### src/rtl/sram_arbiter.sv
// sram_arbiter: two-port round-robin arbiter and access sequencer for a
// single-port SRAM macro. One request is outstanding at a time. SRAM pins
// are driven from registers, and read data is returned to the port that
// issued the read once the SRAM read latency has elapsed.
module sram_arbiter #(
    parameter int ADDR_W   = 23,
    parameter int DATA_W   = 256,
    parameter int READ_LAT = 1
) (
    input  logic              clk,
    input  logic              rst,
    input  logic              req0_valid,
    output logic              req0_ready,
    input  logic              req0_we,
    input  logic [ADDR_W-1:0] req0_addr,
    input  logic [DATA_W-1:0] req0_wdata,
    input  logic              req1_valid,
    output logic              req1_ready,
    input  logic              req1_we,
    input  logic [ADDR_W-1:0] req1_addr,
    input  logic [DATA_W-1:0] req1_wdata,
    output logic              resp0_valid,
    output logic              resp1_valid,
    output logic [DATA_W-1:0] resp_rdata,
    output logic [ADDR_W-1:0] sram_address,
    output logic [DATA_W-1:0] sram_data_in,
    output logic              sram_write_en,
    input  logic [DATA_W-1:0] sram_data_out,
    output logic              busy
);

    typedef enum logic [1:0] {IDLE, ACCESS, WAIT, RESP} state_t;

    localparam logic [2:0] LAT_CNT = 3'(READ_LAT);

    state_t            state_q, state_d;
    logic              last_q, last_d;     // last granted port
    logic              gnt_q, gnt_d;       // port owning the current access
    logic              is_wr_q, is_wr_d;
    logic [2:0]        cnt_q, cnt_d;
    logic [ADDR_W-1:0] addr_q, addr_d;
    logic [DATA_W-1:0] wdata_q, wdata_d;
    logic [DATA_W-1:0] rdata_q, rdata_d;
    logic              we_q, we_d;
    logic              resp0_q, resp0_d;
    logic              resp1_q, resp1_d;
    logic              gnt_sel;
    logic              hs;

    // Round-robin choice: the port that was not granted last wins a tie.
    // Ready is suppressed while reset is held so nothing is accepted.
    always_comb begin
        gnt_sel = (req0_valid && req1_valid) ? ~last_q : req1_valid;
        hs      = (state_q == IDLE) && !rst && (req0_valid || req1_valid);
    end

    assign req0_ready    = hs && !gnt_sel;
    assign req1_ready    = hs && gnt_sel;
    assign resp0_valid   = resp0_q;
    assign resp1_valid   = resp1_q;
    assign resp_rdata    = rdata_q;
    assign sram_address  = addr_q;
    assign sram_data_in  = wdata_q;
    assign sram_write_en = we_q;
    assign busy          = (state_q != IDLE);

    // Sequencer next-state: accept, drive pins, wait out latency, respond.
    always_comb begin
        state_d = state_q;
        last_d  = last_q;
        gnt_d   = gnt_q;
        is_wr_d = is_wr_q;
        cnt_d   = cnt_q;
        addr_d  = addr_q;
        wdata_d = wdata_q;
        rdata_d = rdata_q;
        we_d    = 1'b0;
        resp0_d = 1'b0;
        resp1_d = 1'b0;
        case (state_q)
            IDLE: begin
                if (hs) begin
                    last_d  = gnt_sel;
                    gnt_d   = gnt_sel;
                    is_wr_d = gnt_sel ? req1_we    : req0_we;
                    addr_d  = gnt_sel ? req1_addr  : req0_addr;
                    wdata_d = gnt_sel ? req1_wdata : req0_wdata;
                    we_d    = is_wr_d;
                    state_d = ACCESS;
                end
            end
            ACCESS: begin
                if (is_wr_q) begin
                    state_d = IDLE;
                end else begin
                    cnt_d   = LAT_CNT;
                    state_d = WAIT;
                end
            end
            WAIT: begin
                cnt_d = cnt_q - 3'd1;
                if (cnt_q == 3'd1) begin
                    rdata_d = sram_data_out;
                    resp0_d = !gnt_q;
                    resp1_d = gnt_q;
                    state_d = RESP;
                end
            end
            RESP: begin
                state_d = IDLE;
            end
            default: begin
                state_d = IDLE;
            end
        endcase
    end

    // State and output registers; reset aborts any access immediately.
    always_ff @(posedge clk or posedge rst) begin
        if (rst) begin
            state_q <= IDLE;
            last_q  <= 1'b1;
            gnt_q   <= 1'b0;
            is_wr_q <= 1'b0;
            cnt_q   <= 3'd0;
            addr_q  <= '0;
            wdata_q <= '0;
            rdata_q <= '0;
            we_q    <= 1'b0;
            resp0_q <= 1'b0;
            resp1_q <= 1'b0;
        end else begin
            state_q <= state_d;
            last_q  <= last_d;
            gnt_q   <= gnt_d;
            is_wr_q <= is_wr_d;
            cnt_q   <= cnt_d;
            addr_q  <= addr_d;
            wdata_q <= wdata_d;
            rdata_q <= rdata_d;
            we_q    <= we_d;
            resp0_q <= resp0_d;
            resp1_q <= resp1_d;
        end
    end

endmodule

### config.mk
export PLATFORM = sky130hd
export DESIGN_NAME = sram_arbiter
export DESIGN_NICKNAME = d
export VERILOG_FILES = /design/src/rtl/sram_arbiter.sv
export SDC_FILE = /design/constraint.sdc
export NUM_CORES = 1
export LEC_CHECK = 0
export CORE_AREA = 3 3 528 530
export CTS_CLUSTER_DIAMETER = 50
export DETAILED_ROUTE_END_ITERATION = 7
export DIE_AREA = 0 0 531 533
export PLACE_DENSITY = 0.34
export SYNTH_ARGS = -nofsm -noshare
export SYNTH_HDL_FRONTEND = slang
export SYNTH_SLANG_ARGS = --single-unit
export TNS_END_PERCENT = 1
### constraint.sdc
create_clock -name clk -period 18.27 [get_ports clk]
set_clock_uncertainty 0.15 [all_clocks]
set_input_delay 3.654 -clock clk [delete_from_list [all_inputs] [get_ports clk]]
set_output_delay 3.654 -clock clk [all_outputs]
set_load 0.005 [all_outputs]
After elaboration in Yosys (flattened, before gate mapping)
Index checks and enable logic that the tools add are counted.

word-level totals
  input bits = 820
  logic and storage cells = 52
  output and inout bits = 541
  bits in registers = 546

operators by class
  add/subtract/negate cells = 1
  eq/ne operators = 7
  bitwise operators = 1
  reduce and logical (&&, ||, !) cells = 16
  multiplexer cells = 16

operators with widths
  kind                                                                count
  256-bit two-way mux                                                 1
  23-bit two-way mux                                                  1
  1-bit two-way mux                                                   8
  2-bit case mux with 4 select lines                                  1
  2-bit AND reduction                                                 4
  2-bit two-way mux                                                   3
  2-bit inequality test, second input constant                        3
  3-bit case mux with 2 select lines                                  1
  1-bit logical AND                                                   5
  2-bit == test, second input constant                                2
  2-bit nonzero test                                                  2
  3-bit by 1-bit == test with 1-bit output, second input constant     1
  1-bit logical NOT                                                   3
  3-bit two-way mux                                                   1
  3-bit by 1-bit subtractor with 3-bit output, second input constant  1
  2-bit by 1-bit == test with 1-bit output, second input constant     1
  2-bit logical NOT                                                   1
  1-bit logical OR                                                    1
  1-bit NOT                                                           1

Depth between registers and ports, before layout
Gate-level depths: netlist of run 1.

  depth after elaboration = 5
  gate-level depth with buffers = 7
  depth with buffers taken out = 4

Worst setup path after synthesis of run 1
No wires, ideal clock.

  kind = input port to output port
  start = input rst
  end = output req0_ready
  path slack = 9.847 ns
  path buffers = 3
  data arrival time = 4.619 ns
  stages = 5
  data required time = 14.466 ns
  cell sequence = or3_1 -> buf_2 -> buf_6 -> buf_6 -> nor3b_1

on the way
  cells in the longest elaborated chain, start to end = 4

RTL lines
  element                          line  RTL
  start: declaration               11    input logic rst,
  1-bit logical NOT (no line)      -
  1-bit logical AND (2 in series)  54    hs = (state_q == IDLE) && !rst && (req0_valid || req1_valid);
  1-bit logical AND                57    assign req0_ready = hs && !gnt_sel;
  end: declaration                 13    output logic req0_ready,

No other way between the ends.

Final worst setup path of run 1
Ends and elaborated chain as after synthesis.

==> flow_metrics.py, run 1 <==
metrics = {
    "clocking": {
        "ctsResizeCount": 0,
        "clockBufferDepth": 4,
        "cts.sinks": 546,
        "cts_buffers": 120,
        "clk_root_buffer_cell": "clkbuf_16",
        "htreeDepth": 3,
        "cts_setup_buffers": 0,
        "clkSlewWorstSetupHoldPaths_ps": 50,
        "worstSkewPairLatency_ps": 800,
        "postCtsHoldBufs": 0,
        "tritoncts": "yes",
    },
    "logic_synthesis": {
        "synth_ff_type": "dfrtp_1",
        "synth_warnings": 0,
        "synth_edf_count": 0,
        "syn-num-nets": 2681,
        "synthCells": 1859,
        "yosysSeqAreaShare_pct": 58.9,
        "synth_common_cells": "dfrtp_1, nand2_1, nor3_1",
        "syn_area_mm2": 0.0232,
        "synthArstFlopShare_pct": 100,
        "synthTopCellsByArea": "dfrtp_1, a221o_1, mux2_2",
        "ys_ff_latch": 546,
        "yosysTopAreaCell": "dfrtp_1",
        "synth_most_common_cell": "dfrtp_1",
        "synth.top_cell.area_share_pct": 58.8,
        "synth.distinct_cells": 35,
        "avgSynthCellArea_um2": 12.5,
    },
    "global_routing": {
        "grt_pass1_wl_um": 241000,
        "grt_use_total_pct": 12.7,
        "overflow": 0,
        "grt_pass1_vias": 23800,
        "antenna_found_initial": 83,
        "grt_max_degree": 159,
    },
    "floorplan": {
        "die_area_mm2": 0.283,
        "placementRows": 192,
        "core_mm2": 0.274,
        "io_pins": 1361,
        "initial_core_util_pct": 8.46,
        "die_width_um": 531,
        "die_h_um": 533,
    },
    "placement": {
        "hpwlAfterDp_um": 154000,
        "gp_congestion": 0.841,
        "placed_cell_area_mm2": 0.0404,
        "place_ws_ps": 8090,
        "io_buffers": 1360,
    },
    "sta": {
        "fmax_mhz": 101,
        "tightest_slew_ps": 1320,
        "timing.final.crit_period_ps": 9890,
        "tns_ps": 0,
        "rsz0062_at_grt": "false",
        "hold_viol_final": 0,
        "postLayoutSetupSlackWorst_ps": 8380,
        "max_slew_margin_pct": 11.7,
        "maxSlewViolCount": 0,
        "period_share_pct": 54.1,
        "finalSetupViolCount": 0,
    },
    "critical_path": {
        "critPathMaxFanout": 60,
        "r2r_slack_ps": 12890,
        "worstSetupEndpointType": "output pin",
        "cp.arrival_ps": 6080,
        "worstSetupPathType": "in2out",
        "required_ps": 14470,
        "worstSetupStartpointType": "primary input",
    },
    "detailed_routing": {
        "ant_nets": 0,
        "wl_per_cell_um": 27.4,
        "totalWireLength_um": 189000,
        "first_pass_iters": 6,
        "routed_via_density": 3.27,
        "vias": 22500,
        "drtIter0Drc": 1165,
        "drc_errors": 0,
    },
    "power": {
        "powerDensity_mw_per_mm2": 174,
        "power_switching_share_pct": 35.8,
        "p_sw_mw": 2.78,
        "p_total_mw": 7.75,
        "combPwrFrac_pct": 42.1,
        "leakage_nw": 16.9,
        "vdd_drop_max_mv": 0.0896,
        "internal_power_mw": 4.98,
        "p_seq_share_pct": 28.8,
        "clockPowerShare_pct": 29.1,
    },
    "outcome": {
        "outcome": "completed",
    },
    "finish": {
        "drive_above_1_share_pct": 14.4,
        "fillerInstances": 30300,
        "syn_to_final_growth_pct": 92.4,
        "nets": 4005,
        "final_cell_area_mm2": 0.0446,
    },
    "worst_hold_path": {
        "hold_class": "reg2reg",
    },
    "flow_run": {
        "maxCapViolations": 0,
    },
}
## cell families (layout without fill, tap and decap cells)
family / count (synthesis) / count (layout) / share of synthesized area (%)
buffers and inverters: 189 / 1607 / 5.09
and+or+nand+nor: 574 / 574 / 11.0
DFF: 546 / 546 / 58.9
AOI/OAI and AO/OA: 291 / 291 / 12.4
xor gates and xnor gates: 1 / 1 / 0.0378
muxes: 256 / 256 / 12.4
adders and majority gates: 2 / 2 / 0.108
other: 0 / 11 / 0
## critical path, stage by stage
cell	delay [ps]
clkdlybuf4s50_1	720
or3_4	750
nor3b_1	360
clkdlybuf4s50_1	560
## state kept, by name, summed over array words and instances, names as in the netlist, 3 cells and up, named ones only
name	count
cnt_q	3
resp_rdata	256
sram_address	23
sram_data_in	256
## cell type report
class	instances	area, um^2	share of cell area [%]
antenna	11	27.5	0.0617
tap	3589	4490	10.1
timing repair buffer	1387	13900	31.1
clock inverter	71	868	1.95
inverter	4	18.8	0.0421
multi-input combinational	1124	8370	18.8
sequential	546	13700	30.6
clock buffer	145	3270	7.33
## per-stage QoR
stage	hold WS, ps	std cells	util (%)
2_1_floorplan	266	1859	-
3_3_place_gp	293	6650	14.8
3_5_place_dp	291	6650	14.8
4_1_cts	275	6866	16.3
5_1_grt	337	6873	16.3
6_report	295	6877	16.3
## cell usage in the layout, fill, tap and decap left out, types with 3 or more instances in the layout
| cell type | synthesis | layout |
|---|---|---|
| inv_6 | 0 | 10 |
| clkdlybuf4s50_1 | 0 | 1359 |
| nand2_1 | 282 | 282 |
| mux2_1 | 30 | 30 |
| a221o_1 | 280 | 280 |
| clkbuf_1 | 74 | 8 |
| clkinv_4 | 0 | 11 |
| a21o_1 | 3 | 3 |
| clkinv_2 | 0 | 20 |
| a21oi_1 | 3 | 3 |
| clkbuf_16 | 0 | 120 |
| diode_2 | 0 | 11 |
| mux2_2 | 226 | 226 |
| buf_4 | 4 | 22 |
| bufinv_16 | 0 | 13 |
| clkinvlp_4 | 0 | 14 |
| inv_1 | 4 | 3 |
| buf_12 | 12 | 5 |
| nor3_1 | 281 | 281 |
| dfrtp_1 | 545 | 545 |
| clkbuf_8 | 0 | 17 |
## final timing paths
| kind | from | endpoint | cells past startpoint |
|---|---|---|---|
| min in group asynchronous | rst | resp_rdata[212]$_DFFE_PP0P_ | 2 |
| hold / removal | gnt_q$_DFFE_PP0P_ | resp0_valid$_DFF_PP0_ | 1 |
| hold reg to reg | gnt_q$_DFFE_PP0P_ | resp0_valid$_DFF_PP0_ | 1 |
| setup / recovery | rst | req0_ready | 4 |
| max in group asynchronous | rst | resp_rdata[55]$_DFFE_PP0P_ | 6 |
| setup reg to reg | state_q[0]$_DFFE_PP0P_ | sram_data_in[186]$_DFFE_PP0P_ | 7 |
## per-layer routing
metal / track usage [%] / vias up / routed length [um]
met5: 0 / - / 100
met4: 3.12 / 16 / 4550
met3: 7.32 / 277 / 25600
met2: 22.2 / 1278 / 92900
met1: 12.9 / 11200 / 65600
li1: - / 9731 / -
## power groups by stage
| stage | clock network [mW] | logic (mW) | registers [mW] |
|---|---|---|---|
| 6_report | 2.26 | 3.26 | 2.23 |
| 5_1_grt | 2.39 | 3.53 | 2.32 |
| 4_1_cts | 2.34 | 3.39 | 2.26 |
| 3_5_place_dp | 0 | 3.38 | 2.26 |
| 3_3_place_gp | 0 | 3.39 | 2.26 |
| 2_1_floorplan | 0 | 1.05 | 2.16 |
(Power assumes the default switching activity.)
==> run 2: changes to the inputs <==
CORE_AREA = 3 3 522 524   (was 3 3 528 530)
DIE_AREA = 0 0 525 527   (was 0 0 531 533)
PLACE_DENSITY = 0.33   (was 0.34)
clock period = 9.8 ns   (was 18.27 ns; I/O delays follow)
==> flow_metrics.py, run 2 (synthesized netlist as in run 1, its figures left out) <==
metrics = {
    "critical_path": {
        "r2r_start": "state_q[0]$_DFFE_PP0P_",
        "r2r_slack_ps": 5980,
        "worst_r2r_endpoint": "sram_data_in[244]$_DFFE_PP0P_",
        "worstSetupStartpointType": "primary input",
        "startpoint": "rst",
        "worstSetupPathType": "in2out",
        "required_ps": 7690,
        "r2r_cells": 5,
        "critical_path.endpoint": "req1_ready",
        "worstSetupEndpointType": "output pin",
        "critPathMaxFanout": 45,
        "cp.arrival_ps": 4130,
    },
    "detailed_routing": {
        "vias": 22300,
        "totalWireLength_um": 192000,
        "routed_via_density": 3.26,
        "m1WireLength_um": 67200,
        "drtIter0Drc": 1197,
        "wl_per_cell_um": 28.0,
        "top_layer": "met5",
        "ant_nets": 0,
        "wl_met2_um": 92400,
        "first_pass_iters": 4,
        "drc_errors": 0,
        "route.met3.wl_um": 26500,
    },
    "finish": {
        "final_cell_area_mm2": 0.0444,
        "layout_common_cells": "clkdlybuf4s50_1, dfrtp_1, nand2_1",
        "multi_input_area_mm2": 0.00837,
        "nets": 3999,
        "register_area_mm2": 0.0137,
        "syn_to_final_growth_pct": 91.7,
        "fillerInstances": 29700,
        "final_common_cell": "clkdlybuf4s50_1",
        "drive_above_1_share_pct": 14.1,
    },
    "sta": {
        "rsz0062_at_grt": "false",
        "timing.final.crit_period_ps": 6240,
        "max_slew_margin_pct": 24.9,
        "fmax_mhz": 160,
        "tightest_slew_ps": 1120,
        "finalSetupViolCount": 0,
        "hold_slack_ps": 333,
        "hold_viol_final": 0,
        "tns_ps": 0,
        "maxSlewViolCount": 0,
        "period_share_pct": 63.7,
    },
    "placement": {
        "gp_congestion": 0.873,
        "placed_cell_area_mm2": 0.0405,
        "hpwlAfterDp_um": 156000,
        "io_buffers": 1360,
    },
    "power": {
        "p_total_mw": 14.3,
        "vdd_drop_max_mv": 0.128,
        "leakage_nw": 16.8,
        "powerDensity_mw_per_mm2": 321,
    },
    "global_routing": {
        "grt_pass1_wl_um": 247000,
        "overflow": 0,
        "antenna_found_initial": 94,
        "grt_max_degree": 140,
        "grt_use_total_pct": 13.4,
        "grt_pass1_vias": 23500,
    },
    "outcome": {
        "outcome": "completed",
    },
    "floorplan": {
        "io_pins": 1361,
        "initial_core_util_pct": 8.65,
        "die_width_um": 525,
        "die_area_mm2": 0.277,
        "die_h_um": 527,
        "core_mm2": 0.268,
        "placementRows": 190,
    },
    "clocking": {
        "clockBufferDepth": 3,
        "tritoncts": "yes",
        "postCtsHoldBufs": 0,
        "htreeDepth": 3,
        "ctsResizeCount": 0,
        "cts_setup_buffers": 0,
        "clkSlewWorstSetupHoldPaths_ps": 50,
        "cts_buffers": 110,
        "clk_root_buffer_cell": "clkbuf_16",
        "cts.sinks": 546,
        "worstSkewPairLatency_ps": 760,
    },
    "flow_run": {
        "maxCapViolations": 0,
    },
    "worst_hold_path": {
        "min_from": "resp_rdata[187]$_DFFE_PP0P_",
        "hold_class": "reg2reg",
    },
}
## run 2: metrics by stage
stage / setup WS, ps / utilization, % / std cells
3_3_place_gp: 3490 / 15.1 / 6617
6_report: 3560 / 16.6 / 6838
2_1_floorplan: 263 / - / 1859
3_5_place_dp: 3530 / 15.1 / 6617
4_1_cts: 3530 / 16.6 / 6825
5_1_grt: 3420 / 16.6 / 6829
## run 2: worst min-delay path by stage
stage	to	slack [ps]	cells after the start
floorplan	resp0_valid$_DFF_PP0_	270	1
global placement	resp_rdata[163]$_DFFE_PP0P_	320	1
finish	resp_rdata[187]$_DFFE_PP0P_	330	1
detailed placement	resp0_valid$_DFF_PP0_	320	1
CTS	resp_rdata[187]$_DFFE_PP0P_	340	1
global route	resp_rdata[171]$_DFFE_PP0P_	350	1
## run 2: routing by layer
| metal | global-route usage [%] | up-vias |
|---|---|---|
| li1 | - | 9675 |
| met1 | 13.6 | 11100 |
| met2 | 23.0 | 1221 |
| met3 | 8.26 | 322 |
| met4 | 3.28 | 20 |
| met5 | 0 | - |
## run 2: report_power, final
| part | leakage [nW] | switching, mW | internal [mW] |
|---|---|---|---|
| logic | 8.30 | 2.87 | 3.20 |
| registers | 6.66 | 0.782 | 3.37 |
| clock network | 1.88 | 1.50 | 2.52 |
## run 2: worst max-delay path, cell delays in order
cell,delay (ps)
clkdlybuf4s50_1,490
nor3_1,370
and3_4,680
clkdlybuf4s50_1,620
## run 2: area by class of cell
cell class | instances | area share [%]
Antenna cell | 13 | 0.0732
Clock buffer | 139 | 6.82
Clock inverter | 69 | 2.04
Inverter | 4 | 0.0422
Multi-Input combinational cell | 1124 | 18.8
Sequential cell | 546 | 30.8
Tap cell | 3552 | 10.0
Timing Repair Buffer | 1391 | 31.4
==> run 3: changes to the inputs <==
CORE_AREA = 3 3 528 530   (was 3 3 522 524)
DIE_AREA = 0 0 531 533   (was 0 0 525 527)
PLACE_DENSITY = 0.34   (was 0.33)
clock period = 5 ns   (was 9.8 ns; I/O delays follow)
==> flow_metrics.py, run 3 (synthesized netlist as in run 1, its figures left out) <==
metrics = {
    "critical_path": {
        "cp_top_family": "buffers and inverters",
        "worstSetupPathType": "in2out",
        "worstSetupStartpointType": "primary input",
        "required_ps": 3850,
        "path_cells": "clkdlybuf4s50_1 -> nor3_1 -> and3_4 -> clkdlybuf4s50_1",
        "crit_top_cell": "clkdlybuf4s50_1",
        "critPathMaxFanout": 3,
        "slowest_stage": "clkdlybuf4s50_1",
        "timing.critical_path.buf_inv": 2,
        "worstSetupEndpointType": "output pin",
        "critPathMaxStageDelay_ps": 560,
        "cp.arrival_ps": 2790,
    },
    "power": {
        "internal_power_mw": 18.5,
        "p_seq_share_pct": 28.4,
        "combPwrFrac_pct": 42.1,
        "power_switching_share_pct": 35.4,
        "powerDensity_mw_per_mm2": 635,
        "leakage_nw": 17.1,
        "p_sw_mw": 10.1,
        "vdd_drop_max_mv": 0.305,
        "clockPowerShare_pct": 29.5,
    },
    "placement": {
        "io_buffers": 1360,
        "place_ws_ps": 875,
        "gp_congestion": 0.840,
        "hpwlAfterDp_um": 157000,
    },
    "sta": {
        "hold_slack_ps": 289,
        "finalSetupViolCount": 0,
        "hold_viol_final": 0,
        "max_slew_margin_pct": 19.8,
        "period_share_pct": 78.8,
        "fmax_mhz": 254,
        "rsz0062_at_grt": "false",
        "maxSlewViolCount": 0,
        "tightest_slew_ps": 1200,
        "timing.final.crit_period_ps": 3940,
        "postLayoutSetupSlackWorst_ps": 1060,
    },
    "finish": {
        "fin_util_pct": 16.4,
        "final_common_cell": "clkdlybuf4s50_1",
        "drive_above_1_share_pct": 14.8,
        "nets": 4032,
        "syn_to_final_growth_pct": 94.3,
        "layout_common_cells": "clkdlybuf4s50_1, dfrtp_1, nand2_1",
    },
    "global_routing": {
        "grt_pass1_vias": 24100,
        "grt_pass1_wl_um": 244000,
        "antenna_found_initial": 89,
        "grt_use_total_pct": 12.9,
        "overflow": 0,
        "grt_max_degree": 160,
    },
    "clocking": {
        "postCtsHoldBufs": 0,
        "htreeDepth": 3,
        "cts_buffers": 121,
        "tritoncts": "yes",
        "ctsResizeCount": 0,
        "cts.sinks": 546,
        "worstSkewPairLatency_ps": 770,
        "clkSlewWorstSetupHoldPaths_ps": 50,
        "clockBufferDepth": 4,
        "clk_root_buffer_cell": "clkbuf_16",
        "cts_setup_buffers": 0,
    },
    "floorplan": {
        "io_pins": 1361,
        "placementRows": 192,
        "die_area_mm2": 0.283,
        "initial_core_util_pct": 8.46,
        "core_mm2": 0.274,
        "die_width_um": 531,
        "die_h_um": 533,
    },
    "detailed_routing": {
        "drtIter0Drc": 1124,
        "wl_per_cell_um": 27.6,
        "totalWireLength_um": 191000,
        "first_pass_iters": 4,
        "drc_errors": 0,
        "routed_via_density": 3.26,
        "vias": 22500,
        "ant_nets": 0,
    },
    "outcome": {
        "outcome": "completed",
    },
    "flow_run": {
        "maxCapViolations": 0,
    },
    "worst_hold_path": {
        "hold_class": "reg2reg",
    },
}
run 3: layer usage:
| metal | routed length (um) | part of all wire (%) | GRT usage (%) | vias to the layer above |
|---|---|---|---|---|
| li1 | - | - | - | 9765 |
| met5 | 107 | 0.056 | 0 | - |
| met3 | 26900 | 14 | 7.90 | 289 |
| met1 | 64900 | 34 | 12.7 | 11200 |
| met2 | 94200 | 49 | 22.8 | 1272 |
| met4 | 4690 | 2.5 | 2.82 | 18 |
run 3: worst paths after layout:
check                      slack (ps)  depth (start not counted)                            end              startpoint
setup / recovery                 1060                          4                     req1_ready                     rst
hold / removal                    290                          1          resp0_valid$_DFF_PP0_       gnt_q$_DFFE_PP0P_
setup reg to reg                 1970                          5  sram_data_in[236]$_DFFE_PP0P_  state_q[0]$_DFFE_PP0P_
hold reg to reg                   290                          1          resp0_valid$_DFF_PP0_       gnt_q$_DFFE_PP0P_
max in group asynchronous        2900                          3  sram_data_in[219]$_DFFE_PP0P_                     rst
min in group asynchronous         640                          2              gnt_q$_DFFE_PP0P_                     rst
run 3: worst reg2reg max path: stages, from the launching register on:
cell and delay (ps):
dfrtp_1 490, nor3_1 450, and3_4 280, buf_4 410, buf_12 400, a221o_1 810
run 3: power groups by stage:
| stage | clock network, mW | logic [mW] | registers [mW] |
|---|---|---|---|
| detailed placement | 0 | 12.5 | 8.23 |
| global route | 8.94 | 13.1 | 8.43 |
| floorplan | 0 | 3.84 | 7.91 |
| CTS | 8.75 | 12.5 | 8.22 |
| finish | 8.44 | 12.0 | 8.13 |
| global placement | 0 | 12.5 | 8.20 |
run 3: final cells by class:
type | instances | area, um^2
repair buffers | 1413 | 14200
clock inverters | 63 | 901
clock buffers | 153 | 3300
inverters | 4 | 18.8
diodes | 23 | 57.6
fillers | 30400 | 229000
multi-input cells | 1124 | 8370
well taps | 3589 | 4490
flip-flops and latches | 546 | 13700
run 3: through the flow:
step | total power [mW] | instances | setup TNS (ps) | instance area [um^2]
6_report | 28.6 | 6915 | 0 | 45000
3_5_place_dp | 20.7 | 6676 | 0 | 40800
5_1_grt | 30.4 | 6899 | 0 | 45000
2_1_floorplan | 11.8 | 1859 | -1951010 | 23200
4_1_cts | 29.5 | 6892 | 0 | 45000
3_3_place_gp | 20.7 | 6676 | 0 | 40800
